File: config.mk
export PLATFORM = sky130hd
export DESIGN_NAME = weight_mem_ctrl
export DESIGN_NICKNAME = d
export VERILOG_FILES = /design/src/rtl/weight_mem_ctrl.sv
export SDC_FILE = /design/constraint.sdc
export NUM_CORES = 1
export LEC_CHECK = 0
export ABC_AREA = 0
export BUFFER_PORTS_ARGS = -buffer_cell sky130_fd_sc_hd__clkbuf_2
export CAP_MARGIN = 20
export CORE_ASPECT_RATIO = 0.5
export CORE_MARGIN = 3
export CORE_UTILIZATION = 49
export CTS_BUF_LIST = sky130_fd_sc_hd__clkbuf_2
export DETAILED_ROUTE_END_ITERATION = 16
export GPL_TIMING_DRIVEN = 0
export HOLD_SLACK_MARGIN = 0.15
export PLACE_DENSITY = 0.82
export SYNTH_ARGS = -nofsm -noshare
export SYNTH_HDL_FRONTEND = slang
export SYNTH_SLANG_ARGS = --single-unit
export TNS_END_PERCENT = 50
File: constraint.sdc
create_clock -name clk -period 1.83 [get_ports clk]
set_clock_uncertainty 0.2 [all_clocks]
set_input_delay 0.183 -clock clk [delete_from_list [all_inputs] [get_ports clk]]
set_output_delay 0.183 -clock clk [all_outputs]
set_load 0.01 [all_outputs]
File: src/rtl/weight_mem_ctrl.sv
// Weight memory controller: loads a full weight set into an external
// single-port memory, then streams it out in address order on request.
module weight_mem_ctrl #(
  parameter int unsigned inWidth     = 121,
  parameter int unsigned weightWidth = 16,
  parameter int unsigned memoryDepth = 7
) (
  input  logic                          clk,
  input  logic                          reset,
  input  logic                          load_valid,
  input  logic signed [weightWidth-1:0] load_data,
  output logic                          load_ready,
  output logic                          loaded,
  input  logic                          stream_req,
  output logic                          stream_ack,
  output logic                          out_valid,
  output logic signed [weightWidth-1:0] out_data,
  output logic [memoryDepth-1:0]        out_index,
  output logic                          out_last,
  output logic                          busy,
  output logic [memoryDepth-1:0]        mem_address,
  output logic signed [weightWidth-1:0] mem_data_in,
  output logic                          mem_write_enable,
  output logic                          mem_reset,
  input  logic signed [weightWidth-1:0] mem_data_out
);

  localparam logic [1:0] S_IDLE   = 2'd0;
  localparam logic [1:0] S_LOAD   = 2'd1;
  localparam logic [1:0] S_STREAM = 2'd2;
  localparam logic [1:0] S_DRAIN  = 2'd3;

  localparam logic [memoryDepth-1:0] LAST_IDX = memoryDepth'(inWidth - 1);
  localparam logic [memoryDepth-1:0] ONE      = memoryDepth'(1);

  logic [1:0]                    state_q, state_d;
  logic [memoryDepth-1:0]        wptr_q, wptr_d;
  logic [memoryDepth-1:0]        rptr_q, rptr_d;
  logic                          loaded_q, loaded_d;
  logic                          ack_q, ack_d;
  logic                          out_valid_q, out_valid_d;
  logic                          out_last_q, out_last_d;
  logic [memoryDepth-1:0]        out_index_q, out_index_d;
  logic signed [weightWidth-1:0] out_data_q;

  // State and pointer registers
  always_ff @(posedge clk or negedge reset) begin
    if (!reset) begin
      state_q     <= S_IDLE;
      wptr_q      <= '0;
      rptr_q      <= '0;
      loaded_q    <= 1'b0;
      ack_q       <= 1'b0;
      out_valid_q <= 1'b0;
      out_last_q  <= 1'b0;
      out_index_q <= '0;
    end else begin
      state_q     <= state_d;
      wptr_q      <= wptr_d;
      rptr_q      <= rptr_d;
      loaded_q    <= loaded_d;
      ack_q       <= ack_d;
      out_valid_q <= out_valid_d;
      out_last_q  <= out_last_d;
      out_index_q <= out_index_d;
    end
  end

  // Hold register for out_data between valid cycles
  always_ff @(posedge clk or negedge reset) begin
    if (!reset) begin
      out_data_q <= '0;
    end else if (out_valid_q) begin
      out_data_q <= mem_data_out;
    end
  end

  // Next-state logic; the read pipeline trails the address by one cycle
  always_comb begin
    state_d     = state_q;
    wptr_d      = wptr_q;
    rptr_d      = rptr_q;
    loaded_d    = loaded_q;
    ack_d       = 1'b0;
    out_valid_d = (state_q == S_STREAM);
    out_last_d  = (state_q == S_STREAM) && (rptr_q == LAST_IDX);
    out_index_d = (state_q == S_STREAM) ? rptr_q : out_index_q;
    case (state_q)
      S_IDLE: begin
        if (load_valid) begin
          state_d  = S_LOAD;
          loaded_d = 1'b0;
          wptr_d   = '0;
        end else if (stream_req && loaded_q) begin
          state_d = S_STREAM;
          rptr_d  = '0;
          ack_d   = 1'b1;
        end
      end
      S_LOAD: begin
        if (load_valid) begin
          if (wptr_q == LAST_IDX) begin
            loaded_d = 1'b1;
            wptr_d   = '0;
            state_d  = S_IDLE;
          end else begin
            wptr_d = wptr_q + ONE;
          end
        end
      end
      S_STREAM: begin
        if (rptr_q == LAST_IDX) begin
          rptr_d  = '0;
          state_d = S_DRAIN;
        end else begin
          rptr_d = rptr_q + ONE;
        end
      end
      S_DRAIN: begin
        state_d = S_IDLE;
      end
      default: begin
        state_d = S_IDLE;
      end
    endcase
  end

  // Memory port and status decode from registered state
  always_comb begin
    mem_address      = '0;
    mem_data_in      = '0;
    mem_write_enable = 1'b0;
    if (state_q == S_LOAD) begin
      mem_address      = wptr_q;
      mem_data_in      = load_data;
      mem_write_enable = load_valid;
    end else if (state_q == S_STREAM) begin
      mem_address = rptr_q;
    end
  end

  assign load_ready = (state_q == S_LOAD);
  assign busy       = (state_q != S_IDLE);
  assign loaded     = loaded_q;
  assign stream_ack = ack_q;
  assign out_valid  = out_valid_q;
  assign out_last   = out_last_q;
  assign out_index  = out_index_q;
  assign out_data   = out_valid_q ? mem_data_out : out_data_q;
  assign mem_reset  = ~reset;

endmodule

==> summary.txt <==
Route
  – WL per Instance: 19.4 um
  – # DRC: 0
  – Starting DRC count in detailed routing: 110
  – Via density: 5.45
  – Number of routed nets with antenna violations: 0
  – Detailed-route via count: 2103
  – TritonRoute pass-1 iters: 4
  – WL final: 7.49 mm

Timing
  – RSZ-0062 raised after global routing: true
  – Worst-Margin Slew: 0.489 ns
  – Max Slew Vio Count: 0
  – Fin crit period: 1.97 ns
  – Setup ws final: -0.140 ns
  – Final setup violation count: 46
  – FMAX: 508 MHz
  – Slew HR: 67.3%
  – Fin crit share: 108%
  – Final Hold Fails: 0

Pwr
  – Leakage: 1.82 nW
  – Maximum VDD drop: 0.000485 V
  – P per Cell Area: 727 nW/um^2

Final layout
  – Post-Layout Cell Count: 386
  – N_diodes: 0
  – Area grow syn2layout: 63.5%
  – Filler cell count: 155
  – Nets: 374
  – Layout cells sized above 1: 50.7%
  – Final core utilization: 90.5%

CTS
  – CTS tree: yes
  – # H-tree levels: 2
  – Worst-Skew Late Latency: 0.42 ns
  – CTS sink cnt: 43
  – Root Buffer: clkbuf_2
  – Worst-path clk slew: 0.23 ns
  – CTS Buf Count: 5
  – Maximum buffer depth of the clock tree: 2

Global routing
  – First-pass GRT wire length: 9.51 mm
  – GRT Util Overall: 23.8%
  – GRT overflow: 0
  – Initial antenna violation count: 0
  – Number of global-route vias before repair: 1970
  – Largest net degree at the start of global routing: 45

Synth
  – Most common cell in the netlist: dfrtp_1
  – Synth area leaders: dfrtp_1 (52%), mux2_2 (9.3%), nand2_1 (6.7%), and2_1 (4.8%), ha_1 (2.4%)
  – XOR/XNOR Fraction of Synth Area: 1.27%
  – Post-synthesis adder-cell area fraction: 2.42%
  – Synth warn: 0
  – Distinct cells, synth: 38
  – Synth Flop Type: dfrtp_1
  – Mux cell area share after synthesis: 9.27%
  – Post-Syn Instances: 201
  – Mapped Avg Cell Area: 10.3 sq um
  – Top post-synthesis cells by count: dfrtp_1 (43), nand2_1 (37), mux2_2 (17), and2_1 (16), nor2_1 (10)
  – Yosys reg bits: 43
  – Synth Area in Compound Gates: 8.60%
  – Mapped cell area: 2070 sq um
  – Post-Synth Simple-Gate Area: 22.6%
  – EDFF count, synth: 0
  – Yosys top cell area share: 52.1%
  – Sequential share of the synthesized area: 52.1%
  – Mapped Nets: 241
  – Ys async rst share: 100%
  – Post-synth top area cell: dfrtp_1
  – Largest family of logic cells by synthesized area: simple AND/OR/NAND/NOR gates

Critical path
  – Startpoint types: flop
  – Reg2reg start: rptr_q[0]$_DFFE_PN0P_
  – Crit. End Element: primary output
  – Worst r2r path cells: 6
  – Setup crit start: state_q[0]$_DFFE_PN0P_
  – Critical path type: reg -> out
  – Reg-to-reg endpoint: rptr_q[2]$_DFFE_PN0P_
  – Reg2reg setup slack: -0.11 ns
  – Required time of the critical path: 1.45 ns
  – CP Data Arrival Time: 1.59 ns
  – Worst Path Max Fanout: 5
  – CP endpoint: mem_address[3]

Floorplanning
  – Initial cell density of the core: 55.3%
  – Row count: 15
  – Die height: 51.9 um
  – Placeable core region: 3730 sq um
  – I/O pin count: 90
  – Die area: 5080 sq um
  – Die Width: 97.8 um

Run status
  – Status: complete, but fails checks
  – Failing checks: negative setup slack

Place
  – Port buffer count: 89
  – Dpl cells: 341
  – Routability-driven placement congestion ratio: 0.823
  – Hpwl dp: 3.65 mm

Worst hold path
  – Hold Path Depth: 2
  – Worst Hold Class: reg -> reg

Job
  – Number of max-cap violations: 0
[routing by layer]
layer  wire [um]  up-vias  global-route usage (%)
met2        3990      110                    42.3
li1            -      952                       -
met3         563       19                    5.09
met4         172        0                    8.28
met1        2760     1022                    29.3
met5           0        -                       0
[flip-flops by register name (all words and copies together) (netlist names)]
name        cells
state_q         2
loaded          1
stream_ack      1
out_valid       1
out_index       7
out_data_q     16
out_last        1
rptr_q          7
wptr_q          7
[final cells by class]
cell class	count	area (sq um)	area share (%)
clock buffer	6	30.0	0.889
sequential	43	1080	31.9
buffer	7	71.3	2.11
clock inverter	2	60.1	1.78
timing repair buffer	128	986	29.2
multi-input combinational	139	1040	30.7
inverter	10	52.6	1.56
tap	51	63.8	1.89
[layout by cell type (no fill, tap or decap), types with 2 or more instances in the layout]
cell type,Yosys,routed
o21ai_1,0,2
dlygate4sd3_1,0,21
nand3_1,4,4
buf_6,0,27
and3_1,2,2
buf_4,0,10
bufinv_16,0,2
a31oi_1,7,7
nor2_1,10,10
nor2b_1,3,3
buf_2,5,6
dfrtp_2,0,2
nand2b_4,0,2
nor3_1,4,4
inv_1,9,7
mux2_4,0,12
xnor2_1,2,2
a41oi_1,3,3
buf_8,0,3
and2_4,0,15
ha_1,4,4
o21ai_0,7,5
and3b_1,2,2
buf_12,0,3
clkbuf_2,0,69
nand2_1,37,34
nand2_2,1,4
dfrtp_1,43,41
mux2_2,17,5
[stage by stage]
stage | hold WS [ns] | instance area [sq um] | setup WS, ns | TNS, ns | power (mW)
after floorplan | -0.313 | 2070 | 0.178 | 0 | 1.37
after global placement | 0.207 | 2570 | 0.00430 | 0 | 1.56
after detailed placement | 0.224 | 2570 | -0.0427 | -0.361 | 1.57
after CTS | -0.267 | 3080 | -0.130 | -3.48 | 2.33
after global routing | 0.333 | 3380 | -0.195 | -6.11 | 2.55
final | 0.314 | 3380 | -0.140 | -3.45 | 2.46
[power breakdown]
part	total [mW]	internal, mW	switching (mW)
clock	0.698	0.373	0.324
sequential	1.08	1.01	0.0700
combinational	0.678	0.323	0.355
total	2.46	1.71	0.749
[critical path, cell delays in order (launching register included)]
cell and delay, ns:
dfrtp_2 0.49, buf_12 0.14, nand2b_4 0.09, inv_6 0.06
buf_6 0.13, nand2_1 0.08, nand2_1 0.06, clkbuf_2 0.12
[kinds of logic (layout without fill, tap and decap cells)]
logic type | Yosys count | in the layout
AND/OR/NAND/NOR | 90 | 90
buffers and inverters | 19 | 153
AO/OA/AOI/OAI | 25 | 25
multiplexers | 17 | 17
flip-flops | 43 | 43
adder cells (fa/ha/maj) | 4 | 4
XOR/XNOR | 3 | 3
[timing repair]
item | CTS | global route
setup buffers | 10 | 3
hold buffers | 18 | 4
cloned | 2 | 1
endpoints found under the hold margin | 77 | 43
pin swaps | 10 | 10
gates resized for setup | 47 | 69
setup endpoints to repair | 42 | 46
[worst min-delay path by stage]
stage / startpoint / end / slack (ns)
global route: mem_data_out[6] / out_data_q[6]$_DFF_PN0_ / 0.33
CTS: reset / loaded$_DFFE_PN0P_ / -0.27
detailed placement: reset / loaded$_DFFE_PN0P_ / 0.22
floorplan: reset / loaded$_DFFE_PN0P_ / -0.31
finish: out_index[2]$_DFFE_PN0P_ / out_index[2]$_DFFE_PN0P_ / 0.31
global placement: reset / loaded$_DFFE_PN0P_ / 0.21
No activity file was read; power rests on OpenSTA's default activity.
